`src/rtl/bcd_pkg.sv`:
```
// Shared types and constants for the sequential binary-to-BCD converter.
package bcd_pkg;

    localparam int DIGW = 4;

    typedef enum logic [1:0] {
        IDLE  = 2'd0,
        SHIFT = 2'd1,
        DONE  = 2'd2
    } state_t;

    function automatic longint unsigned pow10(input int n);
        longint unsigned p;
        p = 1;
        for (int i = 0; i < n; i++) begin
            p = p * 10;
        end
        return p;
    endfunction

endpackage

```
`src/rtl/bcd_digit_adj.sv`:
```
// Double-dabble digit correction: add 3 to a BCD digit of 5 or more before the shift.
module bcd_digit_adj
    import bcd_pkg::*;
(
    input  logic [DIGW-1:0] digit,
    output logic [DIGW-1:0] adjusted
);

    assign adjusted = (digit >= 4'd5) ? digit + 4'd3 : digit;

endmodule

```
`src/rtl/bin_to_bcd_seq.sv`:
```
// Sequential binary-to-BCD converter (shift-and-add-3, one input bit per clock)
// feeding the multi-digit 7-segment display driver.
//
//   state | meaning
//   IDLE  | waiting for start; bcd/overflow hold the last result
//   SHIFT | one add-3 + shift step per edge, cnt counts remaining bits
//   DONE  | publish scratch digits to bcd, pulse done
module bin_to_bcd_seq
    import bcd_pkg::*;
#(
    parameter int WIDTH = 14,
    parameter int NDIG  = 4
) (
    input  logic                 clock,
    input  logic                 reset,
    input  logic                 start,
    input  logic [WIDTH-1:0]     bin_in,
    output logic                 busy,
    output logic                 done,
    output logic [NDIG*DIGW-1:0] bcd,
    output logic                 overflow
);

    localparam int CNTW = (WIDTH > 1) ? $clog2(WIDTH) : 1;
    localparam longint unsigned LIMIT = pow10(NDIG) - 1;
    localparam int LIMW = $clog2(LIMIT + 2);

    state_t                  state;
    logic [WIDTH-1:0]        shreg;
    logic [NDIG*DIGW-1:0]    digits;
    logic [NDIG*DIGW-1:0]    adj;
    logic [CNTW-1:0]         cnt;
    logic                    ovf_pend;
    logic                    ovf_next;
    logic [NDIG*DIGW+WIDTH:0] step_vec;
    logic                    carry_unused;

    for (genvar g = 0; g < NDIG; g++) begin : g_adj
        bcd_digit_adj u_adj (
            .digit   (digits[g*DIGW +: DIGW]),
            .adjusted(adj[g*DIGW +: DIGW])
        );
    end

    // The bit shifted out of the top digit is dropped: result is bin_in mod 10^NDIG.
    assign step_vec     = {adj, shreg, 1'b0};
    assign carry_unused = step_vec[NDIG*DIGW+WIDTH];

    // Too few input bits to ever reach 10^NDIG means overflow cannot occur.
    if (LIMW > WIDTH) begin : g_no_ovf
        assign ovf_next = 1'b0;
    end else begin : g_ovf
        assign ovf_next = bin_in > WIDTH'(LIMIT);
    end

    always_ff @(posedge clock or posedge reset) begin
        if (reset) begin
            state    <= IDLE;
            shreg    <= '0;
            digits   <= '0;
            cnt      <= '0;
            ovf_pend <= 1'b0;
            busy     <= 1'b0;
            done     <= 1'b0;
            bcd      <= '0;
            overflow <= 1'b0;
        end else begin
            done <= 1'b0;
            case (state)
                IDLE: begin
                    if (start) begin
                        state    <= SHIFT;
                        busy     <= 1'b1;
                        shreg    <= bin_in;
                        digits   <= '0;
                        cnt      <= CNTW'(WIDTH - 1);
                        ovf_pend <= ovf_next;
                    end
                end
                SHIFT: begin
                    digits <= step_vec[NDIG*DIGW+WIDTH-1:WIDTH];
                    shreg  <= step_vec[WIDTH-1:0];
                    if (cnt == '0) begin
                        state <= DONE;
                    end else begin
                        cnt <= cnt - 1'b1;
                    end
                end
                DONE: begin
                    bcd      <= digits;
                    overflow <= ovf_pend;
                    done     <= 1'b1;
                    busy     <= 1'b0;
                    state    <= IDLE;
                end
                default: begin
                    state <= IDLE;
                    busy  <= 1'b0;
                end
            endcase
        end
    end

endmodule

```
`config.mk`:
```
export PLATFORM = sky130hd
export DESIGN_NAME = bin_to_bcd_seq
export DESIGN_NICKNAME = d
export VERILOG_FILES = /design/src/rtl/bcd_pkg.sv /design/src/rtl/bcd_digit_adj.sv /design/src/rtl/bin_to_bcd_seq.sv
export SDC_FILE = /design/constraint.sdc
export NUM_CORES = 1
export LEC_CHECK = 0
export CAP_MARGIN = 20
export CORE_MARGIN = 4
export CORE_UTILIZATION = 26
export CTS_BUF_LIST = sky130_fd_sc_hd__clkbuf_4 sky130_fd_sc_hd__clkbuf_8
export CTS_CLUSTER_SIZE = 16
export DETAILED_ROUTE_END_ITERATION = 8
export PLACE_DENSITY = 0.54
export SETUP_SLACK_MARGIN = 0.5
export SKIP_LAST_GASP = 1
export SYNTH_ARGS = -nofsm -noshare
export SYNTH_HDL_FRONTEND = slang
export SYNTH_SLANG_ARGS = --single-unit
```
`constraint.sdc`:
```
create_clock -name clock -period 4.3 [get_ports clock]
set_clock_uncertainty 0.15 [all_clocks]
set_input_delay 1.29 -clock clock [delete_from_list [all_inputs] [get_ports clock]]
set_output_delay 1.29 -clock clock [all_outputs]
set_load 0.02 [all_outputs]
```
* After elaboration in Yosys (flattened, before gate mapping) *
Index checks and enable logic that the tools add are counted.
W data, S select, Z words.

word-level totals
  output and inout bits = 19
  logic and storage cells = 50
  input bits = 17
  flip-flop bits (word level) = 56

operators by class
  equal/unequal tests = 5
  order comparisons = 5
  bitwise logic cells = 1
  muxes and demuxes = 17
  reduce and logical (&&, ||, !) cells = 8
  add/sub/neg operators = 5

operator list
  kind                    number
  $pmux W16 S2            1
  $pmux W14 S2            1
  $mux W4                 5
  $ge A4 B3 Y1 const B    4
  $mux W16                1
  $gt A14 B14 Y1 const B  1
  $mux W14                1
  $add A4 B2 Y4 const B   3
  $pmux W4 S2             1
  $reduce_and A2 Y1       4
  $ne A2 B2 Y1 const B    3
  $logic_not A4 Y1        1
  $mux W2                 2
  $pmux W2 S2             1
  $sub A4 B1 Y4 const B   1
  $add A3 B2 Y3 const B   1
  $mux W3                 1
  $reduce_and A3 Y1       1
  $eq A2 B1 Y1 const B    1
  $eq A2 B2 Y1 const B    1
  $logic_not A2 Y1        1
  $mux W1                 2
  $pmux W1 S2             1
  $reduce_bool A2 Y1      1
  $not A1 Y1              1

* Logic depth before layout (Yosys ltp) *
Gate-level depths: netlist (run 1).

  word-level depth = 3
  depth in mapped cells = 7
  depth with buffers taken out = 6

* Hierarchy *
Synthesis (run 1) repeated with hierarchy kept, for this count alone.

unflattened totals
  cell total of the unflattened synthesis = 284
  area, all modules = 2,706.3 sq um

modules (own cells, without submodules)
  module          area an instance (sq um)  instances  cells an instance  seq. area each (sq um)
  bin_to_bcd_seq  2,301.0                   1          220                1,401.3
  bcd_digit_adj   101.3                     4          16                 0.0

* Worst setup path before layout (run 1) *
Ideal clock, no wire load.

  path type = in2reg
  from = input port start
  to = register digits[12]
  required time = 4.019 ns
  path buffers = 2
  cell stages on the path = 5
  path slack = 1.993 ns
  setup time = 0.131 ns
  arrival = 2.026 ns
  cell sequence = or3b_1 -> buf_6 -> buf_6 -> nand3_2 -> o31ai_1

on the way
  longest elaborated chain between the ends = 2

RTL lines
  item                                RTL line              source
  start, declared                     bin_to_bcd_seq.sv:16  input logic start,
  $ne A2 B2 Y1 (no source line)       --
  $reduce_and A2 Y1 (no source line)  --
  end signal, assigned                bin_to_bcd_seq.sv:81  digits <= step_vec[NDIG*DIGW+WIDTH-1:WIDTH];
  end, declared                       bin_to_bcd_seq.sv:30  logic [NDIG*DIGW-1:0] digits;

Every way passes these cells.
A chain may end at the register's enable or synchronous reset.

* Final worst setup path (run 1) *
  from = input port start
  to = register cnt[3]

on the way
  longest elaborated chain between the ends = 2

RTL lines
  item                                RTL line              source
  $ne A2 B2 Y1 (no source line)       --
  $reduce_and A3 Y1 (no source line)  --
  end signal, assigned                bin_to_bcd_seq.sv:76  cnt <= CNTW'(WIDTH - 1);
  end signal, assigned                bin_to_bcd_seq.sv:86  cnt <= cnt - 1'b1;
  end, declared                       bin_to_bcd_seq.sv:32  logic [CNTW-1:0] cnt;

Every way passes these cells.

==> results of run 1 <==
## power by group through the flow
stage                     Sequential (mW)  Combinational, mW  Clock [mW]
after floorplan                     0.946              0.683           0
after global placement              0.939              0.943           0
after detailed placement            0.940              0.969           0
after CTS                           0.931              0.970       0.366
after global routing                0.961               1.08       0.389
final                               0.928              0.953       0.351
## worst max path at each step
| stage | start | endpoint | slack [ps] | cells past startpoint |
|---|---|---|---|---|
| after detailed placement | start | cnt[3]$_DFFE_PP0P_ | 1100 | 4 |
| after global placement | start | cnt[3]$_DFFE_PP0P_ | 1140 | 4 |
| after floorplan | reset | bcd[0]$_DFFE_PP0P_ | 1490 | 1 |
| after CTS | start | cnt[3]$_DFFE_PP0P_ | 1440 | 4 |
| final | start | cnt[3]$_DFFE_PP0P_ | 1440 | 4 |
| after global routing | start | shreg[10]$_DFFE_PP0P_ | 1370 | 4 |
## cells in the final DEF, fill, tap and decap left out, types with 3 or more instances in the layout
cell,count
o21ai_0,8
nand3_2,9
nor2_1,10
o21ai_1,9
a21oi_1,6
xnor2_1,4
o22ai_1,3
nand2_1,33
nand2b_1,5
clkbuf_8,5
buf_4,4
ha_1,9
o31ai_1,3
a22o_1,4
clkdlybuf4s50_1,35
a22oi_1,10
nand3_1,3
dfrtp_1,56
inv_1,11
nor3_1,4
mux2_2,21
## routing by layer
metal  vias to the layer above  global-route usage  part of all wire
met2                        29              0.1595              0.48
met3                         5             0.02114             0.034
met4                         0             0.02404            0.0075
li1                        909                   -                 -
met5                         -                   0                 0
met1                       918              0.1341              0.48
## registers in the layout, summed over array words and instances (netlist names)
name	flops
bcd	16
digits	16
shreg	14
cnt	4
state	2
busy	1
done	1
overflow	1
ovf_pend	1
## worst max-delay path, cell delays in order
cell and delay (ps):
clkdlybuf4s50_1 510, or3b_1 730, and4_1 340, nor2_1 70
## metrics by stage
step | cells | cell area (µm²)
after floorplan | 243 | 2689
after global placement | 403 | 3142
after detailed placement | 403 | 3142
after CTS | 411 | 3253
after global routing | 411 | 3253
final | 411 | 3253
## area by class of cell
type | count | area, µm²
inverters | 12 | 45.04
well taps | 133 | 166.4
multi-input cells | 163 | 1149
clock buffers | 6 | 76.32
fillers | 1055 | 6656
clock inverters | 2 | 35.03
flip-flops and latches | 56 | 1401
repair buffers | 39 | 380.4
## cells by family after synthesis
kind of cell	synth area share
fa+ha+maj	0.04188
buf+inv	0.05165
compound gates	0.1187
mux	0.09167
simple gates	0.1554
flops	0.5212
xor+xnor	0.01954
==> summary.md, run 1 <==
| Metric | Value |
|---|---|
| Run status | finished clean |
| Sw Pwr | 854.3 µW |
| Worst hold stages | 2 |
| Slew margin rel. | 0.4153 |
| Vias/cell | 4.528 |
| PwrDens | 686.2 nW/µm² |
| CTS tree | done |
| Critical path arrival | 2950 ps |
| Initial Utilization | 0.2713 |
| I/O pin total | 36 |
| Remaining DRCs | 0 |
| Final worst slack | 1441 ps |
| EDFF count, synth | 0 |
| Worst Hold End | shreg[13]$_DFFE_PP0P_ |
| First-pass GRT wire length | 9.342 mm |
| Clock Latency Late Sink | 310 ps |
| Hold_ws | 334.2 ps |
| CP Capture Type | flop |
| Core Area | 9910 µm² |
| Post-synthesis sequential area ratio | 0.5212 |
| CP required | 4390 ps |
| GP Congestion | 0.7688 |
| Die footprint | 12030 µm² |
| CP Launch Type | primary input |
| Leading area contributor after synthesis | dfrtp_1 |
| Mapped Cells | 243 |
| Detailed Route WL | 5.433 mm |
| Synthesized net count | 269 |
| # diodes | 0 |
| Syn Area/Cell | 11.07 µm² |
| DPL Wire Length | 3.671 mm |
| Fin Setup TNS | 0 ps |
| Max-slew violation count | 0 |
| R2R setup slack | 2240 ps |
| Area contributors post-synth | dfrtp_1 (52%), mux2_2 (8.8%), nand2_1 (4.6%), ha_1 (4.2%), nand3_2 (3.4%) |
| Synth Warn # | 0 |
| FF+latch count, synth | 56 |
| First-pass DRT Iterations | 4 |
| Top-area cell type share of the netlist area | 0.5212 |
| DR vias | 1861 |
| Fin crit period | 2859 ps |
| Initial antenna violation count | 0 |
| Share of layout cells above drive strength 1 | 0.1727 |
| Congestion Overflow GR | 0 |
| Post-synth ARST share | 1.000 |
| Total GRT Usage | 0.09845 |
| Sw Share | 0.3827 |
| Logic gate share of total power | 0.427 |
| DR WL/cell | 13.22 µm |
| FF-to-FF Start | state[0]$_DFFE_PP0P_ |
| Std-Cell Rows | 36 |
| Antenna-violating nets left | 0 |
| Crit Path Max Fanout | 18 |
| Nets | 303 |
| Clk sinks | 56 |
| Syn Std Cell Area | 2689 µm² |
| Clock Power Share | 0.157 |
| Cell Int Power | 1.378 mW |
| DIE WIDTH | 109.7 µm |
| CTS Buf Count | 5 |
| DP Worst Slack | 1100 ps |
| Area growth syn-to-layout | 20.99% |
| VDD IR max | 0.3096 mV |
| Design Power | 2.232 mW |
| Synth unique cells | 37 |
| Final hold vios | 0 |
| Min-Delay Startpoint | shreg[13]$_DFFE_PP0P_ |
| Cell count of the worst reg-to-reg path | 4 |
| Clock Tree Root | clkbuf_8 |
| Reg2reg end | cnt[0]$_DFFE_PP0P_ |
| Leading cell types by count after synthesis | dfrtp_1 (56), nand2_1 (33), mux2_2 (21), inv_1 (12) |
| Post_cts resized | 0 |
| Least-Margin Pin Slew | 877.0 ps |
| Sequential power share | 0.416 |
| CTS H-tree lvls | 2 |
| Most numerous cell in the Yosys netlist | dfrtp_1 |
| Fin crit share | 0.6650 |
| Most used DFF post-synth | dfrtp_1 |
| P_leak | 1.414 nW |
| Critical path type | in -> reg |
| IO Port Bufs | 35 |
| Final core utilization | 0.3283 |
| Unrepaired setup endpoints after global routing | false |
| Post CTS Setup Buffer Count | 0 |
| Hold Buf Count CTS | 0 |
| Largest net degree at the start of global routing | 57 |
| DR iter-0 viols | 61 |
| Final setup vio count | 0 |
| Die Y | 109.7 µm |
| CTS clk-pin slew, worst paths | 100 ps |
| Worst min path class | reg -> reg |
| Vias in the first global route | 1869 |
| Max Cap Viol | 0 |
| Max Clock Freq | 0.3497 GHz |
| Worst-case clock buffer depth | 2 |
No activity file was read; power rests on OpenSTA's default activity.
==> run 2, diff against run 1 <==
--- a/config.mk
+++ b/config.mk
@@ -11,7 +11,7 @@
 export CTS_BUF_LIST = sky130_fd_sc_hd__clkbuf_4 sky130_fd_sc_hd__clkbuf_8
 export CTS_CLUSTER_SIZE = 16
 export DETAILED_ROUTE_END_ITERATION = 8
-export PLACE_DENSITY = 0.54
+export PLACE_DENSITY = 0.55
 export SETUP_SLACK_MARGIN = 0.5
 export SKIP_LAST_GASP = 1
 export SYNTH_ARGS = -nofsm -noshare
==> constraint.sdc (replaced) <==
create_clock -name clock -period 2.5 [get_ports clock]
set_clock_uncertainty 0.15 [all_clocks]
set_input_delay 0.75 -clock clock [delete_from_list [all_inputs] [get_ports clock]]
set_output_delay 0.75 -clock clock [all_outputs]
set_load 0.02 [all_outputs]
==> run 2 against run 1 <==
  * Sequential share of layout area down 0.72 points
  * Combinational power rose by 70%
  * Via count is 0.21% lower
  * Power up 70%
  * Critical endpoint is now bcd[4]
==> summary.md, run 2 (synthesis results as in run 1) <==
| Metric | Value |
|---|---|
| Run status | finished clean |
| Critical path arrival | 1030 ps |
| Total GRT Usage | 0.09590 |
| Die Y | 109.7 µm |
| Congestion Overflow GR | 0 |
| Std-Cell Rows | 36 |
| Post-route cell area | 3308 µm² |
| Clock Tree Root | clkbuf_8 |
| Final hold vios | 0 |
| Vias/cell | 4.475 |
| Nets | 307 |
| VDD IR max | 0.4388 mV |
| Hold Buf Count CTS | 0 |
| Vias in the first global route | 1813 |
| Clock Latency Late Sink | 310 ps |
| GR Util met1 | 0.1327 |
| P_leak | 1.530 nW |
| Hold_ws | 332.6 ps |
| First-pass DRT Iterations | 4 |
| Top Registers | bcd: 16 flops, digits: 16 flops, shreg: 14 flops |
| Max Cap Viol | 0 |
| DP Worst Slack | 185.8 ps |
| First-pass GRT wire length | 9.059 mm |
| Design Power | 3.793 mW |
| DR iter-0 viols | 61 |
| # diodes | 0 |
| Critical path's slowest cell | dfrtp_1 |
| DR vias | 1857 |
| Max-slew violation count | 0 |
| Gr busiest metal | met2 |
| Slew margin rel. | 0.6484 |
| Antenna-violating nets left | 0 |
| CP Capture Type | output port |
| IO Port Bufs | 35 |
| Critical path type | reg -> out |
| Die footprint | 12030 µm² |
| CTS H-tree lvls | 2 |
| Worst min path class | reg -> reg |
| WP buf/inv | 1 |
| Largest net degree at the start of global routing | 23 |
| CP delay by family, top | flip-flops |
| Clk sinks | 56 |
| Final setup vio count | 0 |
| Critical Path Max Stage Delay | 390 ps |
| Critical path cell sequence | dlygate4sd2_1 |
| Area growth syn-to-layout | 23.03% |
| Remaining DRCs | 0 |
| DR WL/cell | 13.18 µm |
| Fin crit period | 1926 ps |
| PwrDens | 1146 nW/µm² |
| CTS clk-pin slew, worst paths | 100 ps |
| Core Area | 9910 µm² |
| Commonest non-fill, non-tap cell in the layout | dfrtp_1 |
| CP Launch Type | flop |
| Worst-case clock buffer depth | 2 |
| Max Clock Freq | 0.5192 GHz |
| I/O pin total | 36 |
| Post-place instance area | 3201 µm² |
| Met2 usage | 0.1504 |
| DPL Wire Length | 3.887 mm |
| Least-Margin Pin Slew | 526.1 ps |
| Initial Utilization | 0.2713 |
| CTS Buf Count | 5 |
| CTS tree | done |
| Fin Setup TNS | 0 ps |
| Share of layout cells above drive strength 1 | 0.1915 |
| CP required | 1600 ps |
| DIE WIDTH | 109.7 µm |
| Met3 Usage GRT | 0.02173 |
| Crit Path Max Fanout | 2 |
| Detailed Route WL | 5.469 mm |
| GP Congestion | 0.7689 |
| Fin crit share | 0.7705 |
| Initial antenna violation count | 0 |
| Commonest non-fill, non-tap cells in the layout | dfrtp_1 (56), nand2_1 (33), mux2_2 (21) |
| Final worst slack | 573.8 ps |
| Unrepaired setup endpoints after global routing | false |
-- run 2: final cells by class --
class                           instances  area (µm²)
Timing Repair Buffer                   43       417.9
Clock buffer                            6       76.32
Multi-Input combinational cell        163        1162
Clock inverter                          2       35.03
Sequential cell                        56        1401
Fill cell                            1061        6601
Tap cell                              133       166.4
Inverter                               12       48.80
-- run 2: worst paths after layout --
| kind | from | endpoint | slack (ps) | depth (start not counted) |
|---|---|---|---|---|
| worst min register to register | shreg[13]$_DFFE_PP0P_ | shreg[13]$_DFFE_PP0P_ | 330 | 2 |
| worst max-delay path | bcd[4]$_DFFE_PP0P_ | bcd[4] | 570 | 1 |
| min in group asynchronous | reset | digits[1]$_DFFE_PP0P_ | 660 | 2 |
| worst min-delay path | shreg[13]$_DFFE_PP0P_ | shreg[13]$_DFFE_PP0P_ | 330 | 2 |
| max in group asynchronous | reset | shreg[2]$_DFFE_PP0P_ | 1090 | 3 |
| worst max register to register | digits[4]$_DFFE_PP0P_ | digits[6]$_DFFE_PP0P_ | 670 | 6 |
-- run 2: repair_timing --
item | CTS | global route
buffers inserted | 0 | 0
endpoints found under the setup margin | 19 | 25
gates cloned | 0 | 0
gates resized for setup | 19 | 5
-- run 2: layer usage --
metal | share of wire | up-vias
li1 | - | 926
met4 | 0.0091 | 0
met5 | 0 | -
met2 | 0.46 | 33
met1 | 0.49 | 891
met3 | 0.044 | 7
-- run 2: power by group --
part	total (mW)	internal [mW]	switching, mW
Sequential	1.58	1.28	0.307
Clock	0.593	0.309	0.284
Combinational	1.62	0.743	0.874
Total	3.79	2.33	1.46
-- run 2: stage by stage --
step / utilization / std cells
global placement: 0.3230 / 407
detailed placement: 0.3230 / 407
CTS: 0.3318 / 415
finish: 0.3338 / 415
floorplan: - / 243
global route: 0.3338 / 415
